### config.mk
export PLATFORM = sky130hd
export DESIGN_NAME = mem_access_unit_flat
export DESIGN_NICKNAME = d
export VERILOG_FILES = /design/src/rtl/mem_access_unit_if.sv /design/src/rtl/mem_access_unit.sv /design/src/flat_wrapper.sv
export SDC_FILE = /design/constraint.sdc
export NUM_CORES = 1
export LEC_CHECK = 0
export BUFFER_PORTS_ARGS = -buffer_cell sky130_fd_sc_hd__buf_4
export CAP_MARGIN = 25
export CELL_PAD_IN_SITES_DETAIL_PLACEMENT = 0
export CELL_PAD_IN_SITES_GLOBAL_PLACEMENT = 1
export CORE_MARGIN = 5
export CORE_UTILIZATION = 35
export DETAILED_ROUTE_END_ITERATION = 12
export PLACE_DENSITY_LB_ADDON = 0.1
export SYNTH_ARGS = -nofsm -noshare
export SYNTH_HDL_FRONTEND = slang
export SYNTH_SLANG_ARGS = --single-unit
### constraint.sdc
create_clock -name clk -period 4.8 [get_ports clk]
set_clock_uncertainty 0.05 [all_clocks]
set_input_delay 0.48 -clock clk [delete_from_list [all_inputs] [get_ports clk]]
set_output_delay 0.48 -clock clk [all_outputs]
set_load 0.02 [all_outputs]
### src/rtl/mem_access_unit_if.sv
// mem_access_unit_if: groups the EX/MEM request, DM and MEM/WB signals of the
// MEM-stage load/store unit. slave = the unit, master = pipeline + data memory.
interface mem_access_unit_if;
  // EX/MEM request
  logic        req_valid;
  logic [2:0]  req_op;
  logic [31:0] req_addr;
  logic [31:0] req_wdata;
  logic [4:0]  req_rd;
  logic        stall;
  // data memory port
  logic [31:0] dm_addr;
  logic [31:0] dm_wdata;
  logic        dm_wren;
  logic [31:0] dm_rdata;
  // MEM/WB result and fault report
  logic        wb_valid;
  logic [31:0] wb_data;
  logic [4:0]  wb_rd;
  logic        fault;
  logic [1:0]  fault_cause;
  logic [31:0] fault_addr;

  modport slave (
    input  req_valid, req_op, req_addr, req_wdata, req_rd, dm_rdata,
    output stall, dm_addr, dm_wdata, dm_wren,
    output wb_valid, wb_data, wb_rd, fault, fault_cause, fault_addr
  );

  modport master (
    output req_valid, req_op, req_addr, req_wdata, req_rd, dm_rdata,
    input  stall, dm_addr, dm_wdata, dm_wren,
    input  wb_valid, wb_data, wb_rd, fault, fault_cause, fault_addr
  );
endinterface

### src/rtl/mem_access_unit.sv
// mem_access_unit: MEM-stage load/store unit in front of a word-wide data memory.
// Loads are lane-extracted and sign/zero-extended into registered writeback
// outputs; sub-word stores are done as a two-cycle read-modify-write.
// Optional feature macro: MAU_RANGE_CHECK_EN (fault on addresses >= 2**DM_AW).
module mem_access_unit #(
  parameter int unsigned DM_AW = 10
) (
  input logic              clk,
  input logic              rst,
  mem_access_unit_if.slave bus
);

  localparam logic [2:0] OP_LW  = 3'b000;
  localparam logic [2:0] OP_LH  = 3'b001;
  localparam logic [2:0] OP_LHU = 3'b010;
  localparam logic [2:0] OP_LB  = 3'b011;
  localparam logic [2:0] OP_LBU = 3'b100;
  localparam logic [2:0] OP_SW  = 3'b101;
  localparam logic [2:0] OP_SH  = 3'b110;
  localparam logic [2:0] OP_SB  = 3'b111;

  localparam logic [1:0] CAUSE_MISALIGN = 2'b01;
  localparam logic [1:0] CAUSE_RANGE    = 2'b10;

`ifdef MAU_RANGE_CHECK_EN
  localparam bit RANGE_CHECK = 1'b1;
`else
  localparam bit RANGE_CHECK = 1'b0;
`endif

  typedef enum logic [0:0] {IDLE, RMW_WR} state_t;

  state_t      state_q, state_d;
  logic [31:0] merge_q, merge_d;
  logic [31:0] addr_q, addr_d;
  logic        wb_valid_q, wb_valid_d;
  logic [31:0] wb_data_q, wb_data_d;
  logic [4:0]  wb_rd_q, wb_rd_d;
  logic        fault_q, fault_d;
  logic [1:0]  cause_q, cause_d;
  logic [31:0] fault_addr_q, fault_addr_d;

  logic        stall_c;
  logic        dm_wren_c;
  logic [31:0] dm_addr_c;
  logic [31:0] dm_wdata_c;

  logic [1:0]  lane;
  logic [4:0]  byte_sh;
  logic [4:0]  half_sh;
  logic        is_word;
  logic        is_half;
  logic        is_store;
  logic        misaligned;
  logic        out_of_range;
  logic [31:0] aligned_addr;
  logic [7:0]  byte_sel;
  logic [15:0] half_sel;
  logic [31:0] load_ext;
  logic [31:0] merged;

  // Request decode: size, alignment, range, lane extraction and store merge
  always_comb begin
    lane         = bus.req_addr[1:0];
    byte_sh      = {lane, 3'b000};
    half_sh      = {bus.req_addr[1], 4'b0000};
    is_word      = (bus.req_op == OP_LW) || (bus.req_op == OP_SW);
    is_half      = (bus.req_op == OP_LH) || (bus.req_op == OP_LHU) ||
                   (bus.req_op == OP_SH);
    is_store     = (bus.req_op == OP_SW) || (bus.req_op == OP_SH) ||
                   (bus.req_op == OP_SB);
    misaligned   = (is_word && (lane != 2'b00)) || (is_half && bus.req_addr[0]);
    out_of_range = RANGE_CHECK && ((bus.req_addr >> DM_AW) != 32'd0);
    aligned_addr = {bus.req_addr[31:2], 2'b00};
    byte_sel     = 8'(bus.dm_rdata >> byte_sh);
    half_sel     = 16'(bus.dm_rdata >> half_sh);

    case (bus.req_op)
      OP_LH:   load_ext = {{16{half_sel[15]}}, half_sel};
      OP_LHU:  load_ext = {16'h0000, half_sel};
      OP_LB:   load_ext = {{24{byte_sel[7]}}, byte_sel};
      OP_LBU:  load_ext = {24'h000000, byte_sel};
      default: load_ext = bus.dm_rdata;
    endcase

    if (bus.req_op == OP_SB) begin
      merged = (bus.dm_rdata & ~(32'h0000_00FF << byte_sh)) |
               (32'(bus.req_wdata[7:0]) << byte_sh);
    end else begin
      merged = (bus.dm_rdata & ~(32'h0000_FFFF << half_sh)) |
               (32'(bus.req_wdata[15:0]) << half_sh);
    end
  end

  // Next-state, next register values and combinational DM/stall outputs
  always_comb begin
    state_d      = state_q;
    merge_d      = merge_q;
    addr_d       = addr_q;
    wb_valid_d   = 1'b0;
    wb_data_d    = wb_data_q;
    wb_rd_d      = wb_rd_q;
    fault_d      = 1'b0;
    cause_d      = cause_q;
    fault_addr_d = fault_addr_q;
    stall_c      = 1'b0;
    dm_wren_c    = 1'b0;
    dm_addr_c    = aligned_addr;
    dm_wdata_c   = bus.req_wdata;

    case (state_q)
      IDLE: begin
        if (bus.req_valid) begin
          if (misaligned || out_of_range) begin
            fault_d      = 1'b1;
            cause_d      = misaligned ? CAUSE_MISALIGN : CAUSE_RANGE;
            fault_addr_d = bus.req_addr;
          end else if (!is_store) begin
            wb_valid_d = (bus.req_rd != 5'd0);
            wb_rd_d    = bus.req_rd;
            wb_data_d  = load_ext;
          end else if (is_word) begin
            dm_wren_c = 1'b1;
          end else begin
            stall_c = 1'b1;
            merge_d = merged;
            addr_d  = aligned_addr;
            state_d = RMW_WR;
          end
        end
      end
      RMW_WR: begin
        dm_addr_c  = addr_q;
        dm_wdata_c = merge_q;
        dm_wren_c  = 1'b1;
        state_d    = IDLE;
      end
      default: state_d = IDLE;
    endcase

    // reset must block a pending RMW write immediately, not at the next edge
    if (!rst) begin
      dm_wren_c = 1'b0;
      stall_c   = 1'b0;
    end
  end

  // State and registered outputs
  always_ff @(posedge clk or negedge rst) begin
    if (!rst) begin
      state_q      <= IDLE;
      merge_q      <= 32'd0;
      addr_q       <= 32'd0;
      wb_valid_q   <= 1'b0;
      wb_data_q    <= 32'd0;
      wb_rd_q      <= 5'd0;
      fault_q      <= 1'b0;
      cause_q      <= 2'b00;
      fault_addr_q <= 32'd0;
    end else begin
      state_q      <= state_d;
      merge_q      <= merge_d;
      addr_q       <= addr_d;
      wb_valid_q   <= wb_valid_d;
      wb_data_q    <= wb_data_d;
      wb_rd_q      <= wb_rd_d;
      fault_q      <= fault_d;
      cause_q      <= cause_d;
      fault_addr_q <= fault_addr_d;
    end
  end

  assign bus.stall       = stall_c;
  assign bus.dm_wren     = dm_wren_c;
  assign bus.dm_addr     = dm_addr_c;
  assign bus.dm_wdata    = dm_wdata_c;
  assign bus.wb_valid    = wb_valid_q;
  assign bus.wb_data     = wb_data_q;
  assign bus.wb_rd       = wb_rd_q;
  assign bus.fault       = fault_q;
  assign bus.fault_cause = cause_q;
  assign bus.fault_addr  = fault_addr_q;

endmodule
### src/flat_wrapper.sv
// flat-port wrapper written by rule: the top's interface ports become plain ports
module mem_access_unit_flat 
#(
  parameter int unsigned DM_AW = 10
)
  (clk, rst, bus_req_valid, bus_req_op, bus_req_addr, bus_req_wdata, bus_req_rd, bus_dm_rdata, bus_stall, bus_dm_addr, bus_dm_wdata, bus_dm_wren, bus_wb_valid, bus_wb_data, bus_wb_rd, bus_fault, bus_fault_cause, bus_fault_addr);
  mem_access_unit_if bus_i ();
  input logic clk;
  input logic rst;
  input wire logic [$bits(bus_i.req_valid)-1:0] bus_req_valid;
  input wire logic [$bits(bus_i.req_op)-1:0] bus_req_op;
  input wire logic [$bits(bus_i.req_addr)-1:0] bus_req_addr;
  input wire logic [$bits(bus_i.req_wdata)-1:0] bus_req_wdata;
  input wire logic [$bits(bus_i.req_rd)-1:0] bus_req_rd;
  input wire logic [$bits(bus_i.dm_rdata)-1:0] bus_dm_rdata;
  output wire logic [$bits(bus_i.stall)-1:0] bus_stall;
  output wire logic [$bits(bus_i.dm_addr)-1:0] bus_dm_addr;
  output wire logic [$bits(bus_i.dm_wdata)-1:0] bus_dm_wdata;
  output wire logic [$bits(bus_i.dm_wren)-1:0] bus_dm_wren;
  output wire logic [$bits(bus_i.wb_valid)-1:0] bus_wb_valid;
  output wire logic [$bits(bus_i.wb_data)-1:0] bus_wb_data;
  output wire logic [$bits(bus_i.wb_rd)-1:0] bus_wb_rd;
  output wire logic [$bits(bus_i.fault)-1:0] bus_fault;
  output wire logic [$bits(bus_i.fault_cause)-1:0] bus_fault_cause;
  output wire logic [$bits(bus_i.fault_addr)-1:0] bus_fault_addr;
  assign bus_i.req_valid = bus_req_valid;
  assign bus_i.req_op = bus_req_op;
  assign bus_i.req_addr = bus_req_addr;
  assign bus_i.req_wdata = bus_req_wdata;
  assign bus_i.req_rd = bus_req_rd;
  assign bus_i.dm_rdata = bus_dm_rdata;
  assign bus_stall = bus_i.stall;
  assign bus_dm_addr = bus_i.dm_addr;
  assign bus_dm_wdata = bus_i.dm_wdata;
  assign bus_dm_wren = bus_i.dm_wren;
  assign bus_wb_valid = bus_i.wb_valid;
  assign bus_wb_data = bus_i.wb_data;
  assign bus_wb_rd = bus_i.wb_rd;
  assign bus_fault = bus_i.fault;
  assign bus_fault_cause = bus_i.fault_cause;
  assign bus_fault_addr = bus_i.fault_addr;
  mem_access_unit #(.DM_AW(DM_AW)) u_core (.clk(clk), .rst(rst), .bus(bus_i));
endmodule
==> results.sh, run 1 <==
export IMPL_core_um2=20100
export IMPL_fin_nets=1070
export IMPL_globalplace_congestion=0.8313
export IMPL_grt_max_degree=100
export IMPL_holdPathEnd="u_core.bus.wb_rd[1]$_DFFE_PN0P_"
export IMPL_regToRegEndpoint="u_core.merge_q[31]$_DFFE_PN0P_"
export IMPL_holdPathStages=3
export IMPL_final_core_util=0.4795
export IMPL_fin_setup_tns_ns=0
export IMPL_avgRoutedWirePerCell_um=18.67
export IMPL_hp_class="in -> reg"
export IMPL_antennaDiodeCount=0
export IMPL_die_h_um=152.3
export IMPL_vias_per_cell=4.963
export IMPL_htreeDepth=4
export IMPL_drt_initial_drc_count=367
export IMPL_grt_pass1_wl_um=36660
export IMPL_internal_power_mw=2.608
export IMPL_critPathKind="reg -> out"
export IMPL_ant_nets=0
export IMPL_final_cell_mix="buf_4 (246), nand2_1 (173), dfrtp_1 (134)"
export IMPL_die_w_um=152.3
export IMPL_io_pins=246
export IMPL_p_comb_frac=0.277
export IMPL_period_needed_ns=2.948
export IMPL_p_total_mw=3.894
export IMPL_avgSynthCellArea_um2=9.500
export IMPL_setup_viol=0
export IMPL_rsz0062_at_grt="false"
export IMPL_finalMaxSlewViolations=0
export IMPL_ys_ff_latch=135
export IMPL_p_sw_mw=1.285
export IMPL_hold_viol=0
export IMPL_gr_total_overflow=0
export IMPL_cts_tree="yes"
export IMPL_tightest_slew_ns=0.9165
export IMPL_seq_area_frac_synth=0.4767
export IMPL_critical_path_max_stage_delay_ns=0.55
export IMPL_r2r_start="u_core.state_q$_DFF_PN0_"
export IMPL_outcome="finished, final reports clean"
export IMPL_grt_pass1_vias=6255
export IMPL_cts_sinks=135
export IMPL_finalCritPeriodShare=0.6141
export IMPL_drive_gt1_frac=0.3914
export IMPL_area_growth_synth_to_final_pct=36.02
export IMPL_root_buffer="clkbuf_16"
export IMPL_yosys_warnings=0
export IMPL_syn_area_um2=7087
export IMPL_powerDensity_nw_per_um2=403.9
export IMPL_cp_data_arrival_time_ns=2.42
export IMPL_post_cts_buffers=0
export IMPL_hold_slack_ns=0.2100
export IMPL_synth_distinct_cells=50
export IMPL_dp_cells=1212
export IMPL_clk_insertion_delay_late_ns=0.41
export IMPL_crit_chain="nor2b_1 -> o2111ai_4 -> inv_2 -> and2_1 -> buf_4"
export IMPL_cp_end_kind="output pin"
export IMPL_start_kind="flip-flop"
export IMPL_max_clock_freq_mhz=339.3
export IMPL_cp_data_required_time_ns=4.27
export IMPL_fin_cells=1246
export IMPL_start_util=0.3525
export IMPL_cpMaxStageDelayCell="inv_2"
export IMPL_max_cap_violations=0
export IMPL_min_from="bus_req_rd[1]"
export IMPL_syn_inst=746
export IMPL_port_buffers=242
export IMPL_first_pass_iters=5
export IMPL_yosys_top_cells_area="dfrtp_1 (48%), mux2_2 (14%), nand2_1 (9.2%)"
export IMPL_p_leak_nw=4.643
export IMPL_finalWirelength_um=23260
export IMPL_reg2reg_slack_ns=2.64
export IMPL_cts_buffer_depth=2
export IMPL_dieArea_um2=23190
export IMPL_cts_resized=0
export IMPL_cpLargestDelayFamily="buffers and inverters"
export IMPL_max_slew_margin=0.3890
export IMPL_ir_drop_mv=0.2495
export IMPL_route_vias_total=6184
export IMPL_crit_fanout=33
export IMPL_path_buf_inv=2
export IMPL_netlist_area_leader_share=0.4767
export IMPL_rr_worst_depth=5
export IMPL_antenna_found_initial=0
export IMPL_seq_power_share=0.388
export IMPL_row_count=52
export IMPL_dp_hpwl_um=16680
export IMPL_drc=0
export IMPL_switching_share=0.3301
export IMPL_cts_buffers=17
export IMPL_layout_commonest_cell="buf_4"
export IMPL_track_usage=0.1982
export IMPL_clockPowerShare=0.336
export IMPL_clk_pin_slew_worst_paths_ns=0.06
export IMPL_yosys_area_top_type="dfrtp_1"
==> final cells by class <==
cell class                 count  area [um^2]
clock inverter                13        132.6
timing repair buffer         250         1896
sequential                   135         3379
clock buffer                  19        452.9
fill                        1983        10470
multi-input combinational    540         3369
tap                          270        337.8
inverter                      19        71.32
==> metrics by stage <==
step	cell area (um^2)	worst slack [ns]
6_report	9639	1.852
5_1_grt	9639	1.676
4_1_cts	9632	1.754
3_5_place_dp	9036	2.020
3_3_place_gp	9036	2.045
2_1_floorplan	7094	2.694
==> sequential cells by signal, summed over array words and instances (netlist names) <==
signal                  cells
u_core.state_q              1
u_core.bus.wb_valid         1
u_core.merge_q             32
u_core.bus.fault_cause      1
u_core.bus.fault_addr      32
u_core.bus.wb_data         32
u_core.addr_q              30
u_core.bus.fault            1
u_core.bus.wb_rd            5
==> power groups by stage <==
stage / clock, mW / sequential, mW / combinational, mW
after global routing: 1.39 / 1.54 / 1.18
final: 1.31 / 1.51 / 1.08
after floorplan: 0 / 1.66 / 0.438
after detailed placement: 0 / 1.53 / 1.09
after global placement: 0 / 1.52 / 1.09
after CTS: 1.34 / 1.51 / 1.09
==> cells in the mapped netlist, drive strengths merged <==
| library cell | count |
|---|---|
| dfrtp | 135 |
| a31oi | 2 |
| clkinv | 1 |
| a221oi | 14 |
| o311a | 1 |
| and3 | 2 |
| nor2 | 47 |
| conb | 1 |
| o221a | 1 |
| o32a | 1 |
| o2bb2ai | 8 |
| xnor2 | 2 |
| a21oi | 53 |
| o2111a | 1 |
| o21a | 2 |
| o211ai | 1 |
| and2 | 2 |
| o22a | 1 |
| mux2 | 87 |
| nor3 | 2 |
| clkbuf | 15 |
| buf | 39 |
| or2 | 2 |
| o21ai | 72 |
| nor2b | 11 |
| a22o | 1 |
| a21o | 9 |
| o2111ai | 1 |
| mux4 | 1 |
| and3b | 1 |
| o31a | 7 |
| nor3b | 2 |
| nand3 | 9 |
| nand2b | 2 |
| o22ai | 1 |
| mux2i | 17 |
| inv | 18 |
| o211a | 1 |
| nand2 | 173 |
==> kinds of logic (layout without fill, tap and decap cells) <==
kind of cell	after synthesis	in the layout	synth area share
muxes	105	105	0.1654
buffers and inverters	73	301	0.05137
other	1	3	0.0005292
and+or+nand+nor	253	253	0.1467
DFF	135	135	0.4767
xor gates and xnor gates	2	2	0.003532
AOI/OAI and AO/OA	177	177	0.1557
==> routing by layer <==
layer,GRT usage,wire [um]
met5,0,0
met4,0.04666,293
met3,0.06475,1684
met2,0.3108,10690
met1,0.2679,10590
==> tightest hold or removal path, stage by stage <==
cell and delay, ns:
buf_4 0.08, nand2_1 0.04, nand2_1 0.05
==> timing repair <==
item	in CTS	in global routing
hold endpoints to repair	36	0
hold buffers	1	0
setup endpoints to repair	0	0
==> worst max path at each step <==
stage | slack [ns] | to | cells after the start | start
CTS | 1.75 | bus_stall | 5 | u_core.state_q$_DFF_PN0_
finish | 1.85 | bus_stall | 5 | u_core.state_q$_DFF_PN0_
global route | 1.68 | bus_stall | 5 | u_core.state_q$_DFF_PN0_
global placement | 2.04 | bus_stall | 6 | bus_req_valid
floorplan | 2.69 | bus_dm_wren | 5 | bus_req_op[2]
detailed placement | 2.02 | bus_stall | 6 | bus_req_valid
Power figures use the tool's default switching activity.
==> run 2: changes to the inputs <==
Settings changed: CORE_UTILIZATION 35 to 34.
Clock period 4.8 ns to 2.4 ns, I/O delays scaled along.
==> results.sh, run 2 (synthesis gave the netlist of run 1 again) <==
export IMPL_holdPathStages=3
export IMPL_fin_setup_tns_ns=0
export IMPL_outcome="finished, final reports clean"
export IMPL_first_pass_iters=5
export IMPL_rr_worst_depth=6
export IMPL_hp_class="in -> reg"
export IMPL_max_slew_margin=0.6139
export IMPL_fin_nets=1116
export IMPL_core_um2=20360
export IMPL_p_sw_mw=2.636
export IMPL_track_usage=0.1998
export IMPL_clk_pin_slew_worst_paths_ns=0.06
export IMPL_cp_data_arrival_time_ns=1.95
export IMPL_dp_hpwl_um=17440
export IMPL_ant_nets=0
export IMPL_gr_total_overflow=0
export IMPL_cts_buffer_depth=2
export IMPL_switching_share=0.3259
export IMPL_p_total_mw=8.087
export IMPL_crit_fanout=14
export IMPL_max_cap_violations=0
export IMPL_crit_chain="nor2b_1 -> buf_4 -> o2111ai_4 -> inv_2 -> and2_1 -> buf_4"
export IMPL_cp_end_kind="output pin"
export IMPL_cp_common_cell="buf_4"
export IMPL_period_needed_ns=2.240
export IMPL_cts_buffers=17
export IMPL_dp_cells=1224
export IMPL_ctsHoldBuffers=36
export IMPL_setup_viol=0
export IMPL_clk_insertion_delay_late_ns=0.41
export IMPL_root_buffer="clkbuf_16"
export IMPL_htreeDepth=4
export IMPL_final_core_util=0.4987
export IMPL_finalMaxSlewViolations=0
export IMPL_drt_initial_drc_count=402
export IMPL_grt_pass1_vias=6438
export IMPL_tightest_slew_ns=0.5753
export IMPL_hold_viol=0
export IMPL_area_growth_synth_to_final_pct=43.31
export IMPL_post_cts_buffers=0
export IMPL_cts_resized=0
export IMPL_drc=0
export IMPL_port_buffers=242
export IMPL_critPathKind="reg -> out"
export IMPL_die_h_um=154.4
export IMPL_grt_max_degree=71
export IMPL_cpMaxStageDelayCell="dfrtp_4"
export IMPL_final_cell_mix="buf_4 (255), nand2_1 (173), dfrtp_1 (134)"
export IMPL_p_comb_frac=0.276
export IMPL_antenna_found_initial=0
export IMPL_avgRoutedWirePerCell_um=18.74
export IMPL_finalCritPeriodShare=0.9333
export IMPL_critical_path_max_stage_delay_ns=0.49
export IMPL_clockPowerShare=0.350
export IMPL_die_w_um=154.4
export IMPL_p_leak_nw=4.883
export IMPL_row_count=52
export IMPL_cts_tree="yes"
export IMPL_antennaDiodeCount=0
export IMPL_max_clock_freq_mhz=446.4
export IMPL_fin_cells=1292
export IMPL_dieArea_um2=23830
export IMPL_vias_per_cell=4.982
export IMPL_finalWirelength_um=24210
export IMPL_placed_cell_area_um2=9166
export IMPL_drive_gt1_frac=0.3845
export IMPL_io_pins=246
export IMPL_final_area_um2=10160
export IMPL_route_vias_total=6437
export IMPL_cts_sinks=135
export IMPL_grt_pass1_wl_um=37520
export IMPL_powerDensity_nw_per_um2=796.3
export IMPL_cp_data_required_time_ns=2.11
export IMPL_start_util=0.3480
export IMPL_globalplace_congestion=0.8090
export IMPL_rsz0062_at_grt="false"
export IMPL_start_kind="flip-flop"
export IMPL_internal_power_mw=5.451
export IMPL_ir_drop_mv=0.4495
export IMPL_layout_commonest_cell="buf_4"
export IMPL_seq_power_share=0.374
==> run 2: worst max-delay path: cells and delay by family, from the launching register on <==
| kind | cells | cell delay [ns] |
|---|---|---|
| compound gates | 1 | 0.16 |
| flops | 1 | 0.49 |
| buf+inv | 3 | 0.58 |
| simple gates | 2 | 0.30 |
==> run 2: layout make-up <==
type,count,area (um^2)
clock inverter,15,203.9
tap,270,337.8
timing repair buffer,296,2366
fill,2008,10210
multi-input combinational,540,3369
sequential,135,3382
clock buffer,17,425.4
inverter,19,71.32
==> run 2: final timing paths <==
check                                         startpoint                            endpoint  slack, ns
max                             u_core.state_q$_DFF_PN0_                           bus_stall       0.16
min                                     bus_dm_rdata[28]  u_core.bus.wb_data[28]$_DFFE_PN0P_       0.04
max reg2reg                     u_core.state_q$_DFF_PN0_      u_core.merge_q[30]$_DFFE_PN0P_       0.58
min reg2reg                u_core.addr_q[27]$_DFFE_PN0P_       u_core.addr_q[27]$_DFFE_PN0P_       0.42
max in group asynchronous                            rst      u_core.merge_q[12]$_DFFE_PN0P_       1.16
min in group asynchronous                            rst            u_core.state_q$_DFF_PN0_       0.32
==> run 2: power groups by stage <==
stage	Sequential (mW)	Clock (mW)	Combinational [mW]
2_1_floorplan	3.33	0	0.876
3_3_place_gp	3.05	0	2.20
3_5_place_dp	3.06	0	2.22
4_1_cts	3.03	2.89	2.27
5_1_grt	3.08	3.01	2.43
6_report	3.02	2.83	2.23
==> run 2: stage by stage <==
| step | hold WS, ns | setup slack, ns |
|---|---|---|
| after CTS | 0.02661 | 0.1210 |
| final | 0.04365 | 0.1601 |
| after floorplan | -0.1056 | 0.5552 |
| after global routing | 0.04277 | 0.05330 |
| after detailed placement | 0.1383 | 0.3750 |
| after global placement | 0.1427 | 0.3999 |
==> run 2: metal layers <==
layer / GRT usage / part of all wire / up-vias
met4: 0.05677 / 0.014 / 0
met1: 0.2727 / 0.44 / 3090
met5: 0 / 0 / -
met3: 0.04862 / 0.071 / 18
li1: - / - / 3095
met2: 0.3176 / 0.47 / 234
